[src/rtl/mcpu_program_sequencer.sv]
// Program store and replay sequencer feeding the 4-bit accumulator CPU.
// Optional breakpoint support: define MCPU_SEQ_BREAKPOINT_EN.
module mcpu_program_sequencer #(
    parameter int ADDR_W      = 4,
    parameter int HOLD_CYCLES = 3
) (
    input  logic              clk,
    input  logic              rst_n,
    input  logic              prog_we,
    input  logic [ADDR_W-1:0] prog_addr,
    input  logic [12:0]       prog_wdata,
    input  logic              start,
    input  logic              halt,
    input  logic              step_mode,
`ifdef MCPU_SEQ_BREAKPOINT_EN
    input  logic              bp_en,
    input  logic [ADDR_W-1:0] bp_addr,
    output logic              bp_hit,
`endif
    output logic [3:0]        cpu_opcode,
    output logic [3:0]        cpu_data,
    output logic [3:0]        cpu_addr,
    output logic              cpu_we,
    output logic              issue_valid,
    output logic              busy,
    output logic              done,
    output logic [ADDR_W-1:0] pc
);

    localparam int DEPTH = 1 << ADDR_W;
    localparam logic [3:0] OP_NOP    = 4'b1011;
    localparam logic [3:0] OP_JUMP   = 4'b1110;
    localparam logic [3:0] OP_HALT   = 4'b1111;
    localparam logic [3:0] HOLD_LAST = 4'(HOLD_CYCLES - 1);

    typedef enum logic [2:0] {
        S_IDLE,
        S_FETCH,
        S_ISSUE,
        S_PAUSE,
        S_DONE
    } state_t;

    state_t            state_q, state_d;
    state_t            dec_state;
    logic [ADDR_W-1:0] pc_q, pc_d, dec_pc;
    logic [12:0]       ir_q, ir_d;
    logic [3:0]        hold_q, hold_d;
    logic [12:0]       mem_q [DEPTH];
    logic [12:0]       fetch_w;
    logic              wr_ok;

    assign fetch_w = mem_q[pc_q];
    assign wr_ok   = (state_q == S_IDLE) || (state_q == S_PAUSE) ||
                     (state_q == S_DONE);

    // Program store is deliberately unreset; it is loaded before a run.
    always_ff @(posedge clk) begin
        if (prog_we && wr_ok) begin
            mem_q[prog_addr] <= prog_wdata;
        end
    end

    always_comb begin
        dec_state = S_ISSUE;
        dec_pc    = pc_q;
        if (fetch_w[12:9] == OP_HALT) begin
            dec_state = S_DONE;
        end else if (fetch_w[12:9] == OP_JUMP) begin
            dec_state = S_FETCH;
            dec_pc    = ADDR_W'(fetch_w[4:1]);
        end
    end

`ifdef MCPU_SEQ_BREAKPOINT_EN
    logic bp_skip_q, bp_skip_d;
    logic bp_hit_q, bp_hit_d;
    assign bp_hit = bp_hit_q;
`endif

    always_comb begin
        state_d = state_q;
        pc_d    = pc_q;
        ir_d    = ir_q;
        hold_d  = hold_q;
`ifdef MCPU_SEQ_BREAKPOINT_EN
        bp_skip_d = bp_skip_q;
        bp_hit_d  = 1'b0;
`endif
        if (halt) begin
            state_d = S_IDLE;
            hold_d  = 4'd0;
`ifdef MCPU_SEQ_BREAKPOINT_EN
            bp_skip_d = 1'b0;
`endif
        end else begin
            unique case (state_q)
                S_IDLE, S_DONE: begin
                    if (start) begin
                        state_d = S_FETCH;
                        pc_d    = '0;
`ifdef MCPU_SEQ_BREAKPOINT_EN
                        bp_skip_d = 1'b0;
`endif
                    end
                end
                S_FETCH: begin
                    ir_d   = fetch_w;
                    hold_d = 4'd0;
`ifdef MCPU_SEQ_BREAKPOINT_EN
                    if (bp_en && (pc_q == bp_addr) && !bp_skip_q) begin
                        state_d   = S_PAUSE;
                        bp_hit_d  = 1'b1;
                        bp_skip_d = 1'b1;
                    end else begin
                        state_d   = dec_state;
                        pc_d      = dec_pc;
                        bp_skip_d = 1'b0;
                    end
`else
                    state_d = dec_state;
                    pc_d    = dec_pc;
`endif
                end
                S_ISSUE: begin
                    if (hold_q == HOLD_LAST) begin
                        hold_d  = 4'd0;
                        pc_d    = pc_q + ADDR_W'(1);
                        state_d = step_mode ? S_PAUSE : S_FETCH;
                    end else begin
                        hold_d = hold_q + 4'd1;
                    end
                end
                S_PAUSE: begin
                    if (start) begin
                        state_d = S_FETCH;
                    end
                end
                default: state_d = S_IDLE;
            endcase
        end
    end

    always_ff @(posedge clk or negedge rst_n) begin
        if (!rst_n) begin
            state_q <= S_IDLE;
            pc_q    <= '0;
            ir_q    <= '0;
            hold_q  <= 4'd0;
        end else begin
            state_q <= state_d;
            pc_q    <= pc_d;
            ir_q    <= ir_d;
            hold_q  <= hold_d;
        end
    end

`ifdef MCPU_SEQ_BREAKPOINT_EN
    always_ff @(posedge clk or negedge rst_n) begin
        if (!rst_n) begin
            bp_skip_q <= 1'b0;
            bp_hit_q  <= 1'b0;
        end else begin
            bp_skip_q <= bp_skip_d;
            bp_hit_q  <= bp_hit_d;
        end
    end
`endif

    // Outputs decode straight from state so async reset clears them at once.
    always_comb begin
        cpu_opcode  = OP_NOP;
        cpu_data    = 4'd0;
        cpu_addr    = 4'd0;
        cpu_we      = 1'b0;
        issue_valid = 1'b0;
        if (state_q == S_ISSUE) begin
            cpu_opcode  = ir_q[12:9];
            cpu_data    = ir_q[8:5];
            cpu_addr    = ir_q[4:1];
            cpu_we      = ir_q[0];
            issue_valid = 1'b1;
        end
    end

    assign busy = (state_q == S_FETCH) || (state_q == S_ISSUE) ||
                  (state_q == S_PAUSE);
    assign done = (state_q == S_DONE);
    assign pc   = pc_q;

endmodule
[config.mk]
export PLATFORM = sky130hd
export DESIGN_NAME = mcpu_program_sequencer
export DESIGN_NICKNAME = d
export VERILOG_FILES = /design/src/rtl/mcpu_program_sequencer.sv
export SDC_FILE = /design/constraint.sdc
export NUM_CORES = 1
export LEC_CHECK = 0
export ABC_CLOCK_PERIOD_IN_PS = 3300
export BUFFER_PORTS_ARGS = -buffer_cell sky130_fd_sc_hd__buf_2
export CAP_MARGIN = 25
export CORE_MARGIN = 2
export CORE_UTILIZATION = 60
export CTS_CLUSTER_SIZE = 10
export DETAILED_ROUTE_END_ITERATION = 16
export GPL_ROUTABILITY_DRIVEN = 0
export GPL_TIMING_DRIVEN = 0
export PLACE_DENSITY_LB_ADDON = 0.15
export SETUP_SLACK_MARGIN = 0.5
export SLEW_MARGIN = 20
export SYNTH_ARGS = -nofsm -noshare
export SYNTH_HDL_FRONTEND = slang
export SYNTH_SLANG_ARGS = --single-unit
export TNS_END_PERCENT = 50
[constraint.sdc]
create_clock -name clk -period 3.3 [get_ports clk]
set_input_delay 0.165 -clock clk [delete_from_list [all_inputs] [get_ports clk]]
set_output_delay 0.165 -clock clk [all_outputs]
set_load 0.005 [all_outputs]
Yosys cells after proc, flatten, opt, wreduce, memory -nomap -nowiden
Memory sizes are Yosys's and may differ from the RTL's.
Cells that the tools add are included.
W data, S select, Z words.
Cells by class
  $add $sub $neg: 2
  multipliers: 0
  div/mod/pow operators: 0
  order comparisons: 0
  equality and inequality tests: 13
  shifts and indexed selects: 0
  multiplexer cells: 22
  bitwise gates (word level): 1
  reduce and logical (&&, ||, !) cells: 13
Operator list (number)
  $mux W4: 9
  $mux W3: 4
  $pmux W4 S3: 1
  $pmux W3 S3: 1
  $add A4 B1 Y4 const B: 2
  $eq A4 B4 Y1 const B: 2
  $ne A2 B2 Y1 const B: 4
  $pmux W4 S2: 1
  $eq A3 B2 Y1 const B: 2
  $reduce_and A6 Y1: 1
  $reduce_bool A3 Y1: 2
  $eq A4 B2 Y1 const B: 1
  $logic_or A1 B1 Y1: 4
  $mux W1: 4
  $mux W2: 2
  $reduce_and A2 Y1: 2
  $eq A3 B1 Y1 const B: 1
  $eq A3 B3 Y1 const B: 1
  $logic_not A3 Y1: 1
  $ne A3 B1 Y1 const B: 1
  $ne A3 B3 Y1 const B: 1
  $reduce_or A3 Y1: 1
  $reduce_or A2 Y1: 1
  $logic_and A1 B1 Y1: 1
  $not A1 Y1: 1
Storage, ports and cells
  flip-flop bits (word level): 24
  bits in latches: 0
  bits in writable memories: 208
  ROM bits: 0
  bits of input ports: 23
  output and inout port bits: 20
  word-level logic and storage cells: 56
  memories: 1
Memories
  mem_q: depth 16, width 13, read ports 1, clocked after Yosys merged registers in 0, wr ports 1, RTL line 49  | logic [12:0] mem_q [DEPTH];

Logic depth before layout (Yosys ltp)
  depth in word-level cells: 6
  mapped depth: 10
  mapped depth without buffers: 8

Worst setup path after synthesis
OpenSTA, ideal clock, no wires.
  kind: reg-to-reg
  start: register state_q[2]
  end: memory mem_q[0][0], enable pin
  setup time: 0.399 ns
  arrival: 2.193 ns
  required time: 2.901 ns
  path slack: 0.708 ns
  stages on the path, launching flop included: 6
  path buffers: 0
  clock period less this slack: 2.592 ns
  cell sequence: dfrtp_1 -> nand2b_1 -> mux2i_1 -> nand2_1 -> or3_1 -> nor3_1
On the way
  word-level cells in the longest chain between the ends: 6
  elaborated cells between the ends (all ways): 8
  classes of those cells: eq/ne: 2; mux: 2; reduce/logical: 4
RTL lines
  from (decl): RTL line 44  | state_t state_q, state_d;
  from (signal assigned): RTL line 151  | state_q <= state_d;
  $eq A3 B2 Y1 or $logic_not A3 Y1 (tied branches): RTL line 54  | assign wr_ok = (state_q == S_IDLE) || (state_q == S_PAUSE) ||
  $logic_or A1 B1 Y1: RTL line 54
  $logic_or A1 B1 Y1 *: RTL line 54
  $logic_and A1 B1 Y1 *: RTL line 59  | if (prog_we && wr_ok) begin
  $mux W1 *: RTL line 59
  $mux W1 (implied by the code) *: RTL line 60  | mem_q[prog_addr] <= prog_wdata;
  to (decl): RTL line 49
Every way passes the cells marked *; elsewhere a longest branch is shown, timed or not.

Worst setup path in the final report
  start: register state_q[2]
  end: memory mem_q[3][8], enable pin
Same word-level chain as after synthesis.

==> flow_metrics.tcl <==
set metrics [dict create \
    fin_util 0.713 \
    yosysWarnings 0 \
    cts_buffer_depth 3 \
    reg2reg_to "mem_q[3][8]" \
    antenna_found_initial 0 \
    cts_root_buffer "clkbuf_16" \
    die_w_um 129 \
    placementRows 45 \
    drive_above_1_share 0.302 \
    grtUsageTotal 0.256 \
    leakagePower_nw 3.71 \
    portBuffers 42 \
    avgViaCountPerCell 6.33 \
    gr-total-overflow 0 \
    p_clk_frac 0.322 \
    fin_crit_sh 0.826 \
    reg2reg_depth 6 \
    status "finished, final reports clean" \
    fin_crit_ns 2.72 \
    clock_latency_ns 0.51 \
    cp-start-kind "register" \
    cts.sinks 232 \
    hp-start "prog_wdata[3]" \
    postSynthCellCount 486 \
    yosysTopAreaCell "edfxtp_1" \
    grt_pass1_wl_um 30500 \
    post-dp-hpwl_um 13200 \
    drv_cap 0 \
    worstPathMaxFanout 8 \
    setup_viol 0 \
    path_clk_slew_ns 0.06 \
    cts_buffers 27 \
    syn_area_per_cell_um2 19.2 \
    dieArea_um2 16600 \
    comb_power_share 0.232 \
    ant_nets 0 \
    rsz0062_at_grt "true" \
    synthToLayoutAreaGrowth_pct 16.3 \
    h-tree-depth 1 \
    worstMarginPinSlew_ns 0.809 \
    required_ns 3.52 \
    vdd_ir_drop_max_uv 385 \
    swShare 0.274 \
    die_y_um 129 \
    reg2reg_from "state_q[2]" \
    drt_iter0_markers 464 \
    wl_per_cell_um 26.0 \
    p_sw_w 0.00214 \
    setup_tns_ns 0 \
    slew_viol_final 0 \
    num_vias 4945 \
    path_class "reg2reg" \
    r2r_slack_ns 0.58 \
    syn-num-nets 512 \
    drt-total-wl_um 20300 \
    synth.cell_area_um2 9320 \
    crit_arrival_ns 2.94 \
    tritoncts "yes" \
    hold_depth 1 \
    cellPowerDensity_nw_per_um2 720 \
    ys_types 41 \
    hold_class "in2reg" \
    synth.top_cell.area_share 0.670 \
    grt_max_degree 25 \
    intPower_w 0.00567 \
    dr.pass1.iters 4 \
    fmax_mhz 367 \
    ios 43 \
    synth_seq_area_share 0.734 \
    synthTopCellsByArea "edfxtp_1 67%, mux4_2 9.9%, dfrtp_1 6.4%, mux4_1 2.8%, mux2_2 1.2%" \
    fill_cells 910 \
    fin_cells 781 \
    min_to "mem_q[12][3]" \
    crit_path_end_kind "register" \
    start_util 0.613 \
    nNetsFinal 607 \
    first_global_vias 5041 \
    seq_power_share 0.446 \
    fin_skew_ns 0.00851 \
    route.detailed.drc 0 \
    antennaDiodeCount 0 \
    numPlacedInstances 735 \
    max-slew-margin-rel 0.461 \
    hold_violations 0 \
    core_area_um2 15200 \
    ys_ff_latch 232 \
]
layout by cell type, fill, tap and decap left out, types with 3 or more instances in the layout:
| cell type | netlist | routed |
|---|---|---|
| edfxtp_1 | 208 | 208 |
| buf_2 | 8 | 45 |
| mux4_2 | 41 | 41 |
| clkbuf_16 | 0 | 27 |
| dfrtp_1 | 24 | 24 |
| nand2_1 | 23 | 23 |
| o21ai_0 | 20 | 19 |
| clkbuf_1 | 5 | 17 |
| buf_4 | 4 | 17 |
| and2_1 | 14 | 14 |
| nand2b_1 | 12 | 12 |
| nor2_1 | 23 | 11 |
| buf_6 | 3 | 10 |
| mux2_2 | 10 | 10 |
| mux2i_1 | 11 | 10 |
| mux4_1 | 10 | 10 |
| nor2_2 | 0 | 8 |
| a22oi_1 | 8 | 8 |
| nor2b_1 | 7 | 7 |
| a22o_1 | 7 | 7 |
| a221oi_1 | 6 | 6 |
| inv_1 | 5 | 5 |
| buf_8 | 0 | 5 |
| nor2_4 | 0 | 4 |
| a21oi_1 | 4 | 4 |
| nand3_1 | 3 | 3 |
| ha_1 | 3 | 3 |
synthesized netlist by cell type:
library cell / number
xnor2_1: 1
nor2_1: 23
or3b_2: 1
o31a_1: 1
nand2_1: 23
or2_2: 1
a211oi_1: 1
buf_4: 4
a22oi_1: 8
and2_1: 14
nand3b_1: 1
inv_1: 5
a22o_1: 7
mux2_2: 10
or3_1: 2
a2bb2oi_1: 1
o211ai_1: 1
nand3_1: 3
nand4_1: 1
edfxtp_1: 208
nand3_2: 1
nor3_1: 6
nor2b_1: 7
buf_12: 1
nand2b_1: 12
o21ai_0: 20
buf_6: 3
a21oi_1: 4
mux2i_1: 11
clkbuf_1: 5
ha_1: 3
o21a_1: 2
mux4_2: 41
buf_2: 8
dfrtp_1: 24
o21ai_1: 1
mux4_1: 10
o31ai_1: 2
nor4_1: 1
a221oi_1: 6
o2bb2ai_1: 2
worst max-delay path, cell delays in order, from the launching register on:
cell,delay (ns)
dfrtp_1,0.45
nand2b_1,0.22
mux2i_2,0.39
nand2_1,0.15
or3_1,0.48
nor2_2,0.51
buf_8,0.22
cells by family (layout without fill, tap and decap cells):
group / after synthesis / count (layout) / share of synthesized area
AO/OA/AOI/OAI: 56 / 56 / 0.0407
adder cells (fa/ha/maj): 3 / 3 / 0.00403
AND/OR/NAND/NOR: 96 / 96 / 0.0517
flip-flops: 232 / 232 / 0.734
XOR/XNOR: 1 / 1 / 0.000940
multiplexers: 72 / 72 / 0.151
buffers and inverters: 26 / 133 / 0.0173
metrics by stage:
step	hold WS (ns)	instance area, um2	total power (W)	setup slack (ns)
3_5_place_dp	0.177	10000	0.00531	0.387
2_1_floorplan	-0.131	9320	0.00471	0.708
3_3_place_gp	0.168	9770	0.00523	-1.07
4_1_cts	0.0104	10800	0.00784	0.455
6_report	0.0229	10800	0.00781	0.576
5_1_grt	0.0251	10800	0.00814	0.445
metal layers:
| metal | vias up | part of all wire | routed length (um) | track usage |
|---|---|---|---|---|
| met1 | 2561 | 0.43 | 8780 | 0.382 |
| li1 | 2155 | - | - | - |
| met5 | - | 0 | 0 | 0 |
| met3 | 25 | 0.065 | 1330 | 0.0424 |
| met2 | 204 | 0.48 | 9860 | 0.403 |
| met4 | 0 | 0.018 | 370 | 0.0716 |
worst max path at each step:
stage,slack (ns),from,end,depth (start not counted)
after global routing,0.44,state_q[2],mem_q[3][0],6
after floorplan,0.71,state_q[2],mem_q[0][0],5
after CTS,0.46,state_q[2],mem_q[2][8],6
after global placement,-1.07,state_q[2],mem_q[4][7],6
final,0.58,state_q[2],mem_q[3][8],6
after detailed placement,0.39,state_q[2],mem_q[0][7],6
registers in the layout (all words and copies together), names as in the netlist:
name	count
hold_q	4
state_q	3
ir_q	13
mem_q	208
pc	4
layout make-up:
type	instances	area, um2	area share
clock inverters	2	8.76	0.000807
clock buffers	39	721	0.0664
well taps	188	235	0.0217
multi-input cells	228	2400	0.221
plain buffers	21	155	0.0143
inverters	5	18.8	0.00173
flip-flops and latches	232	6850	0.631
repair buffers	66	459	0.0423
repair_timing:
action                                 CTS  global route
hold buffers                             2             0
resized for setup                        4             7
setup endpoints to repair               35           145
endpoints found under the hold margin   25             0
setup buffers                            0             3
cloned                                   0             0
power by group through the flow:
stage	combinational [W]	sequential, W	clock [W]
floorplan	0.00120	0.00351	0
global placement	0.00170	0.00353	0
detailed placement	0.00177	0.00354	0
CTS	0.00181	0.00348	0.00254
global route	0.00196	0.00350	0.00267
finish	0.00181	0.00348	0.00252
Power figures use the tool's default switching activity.
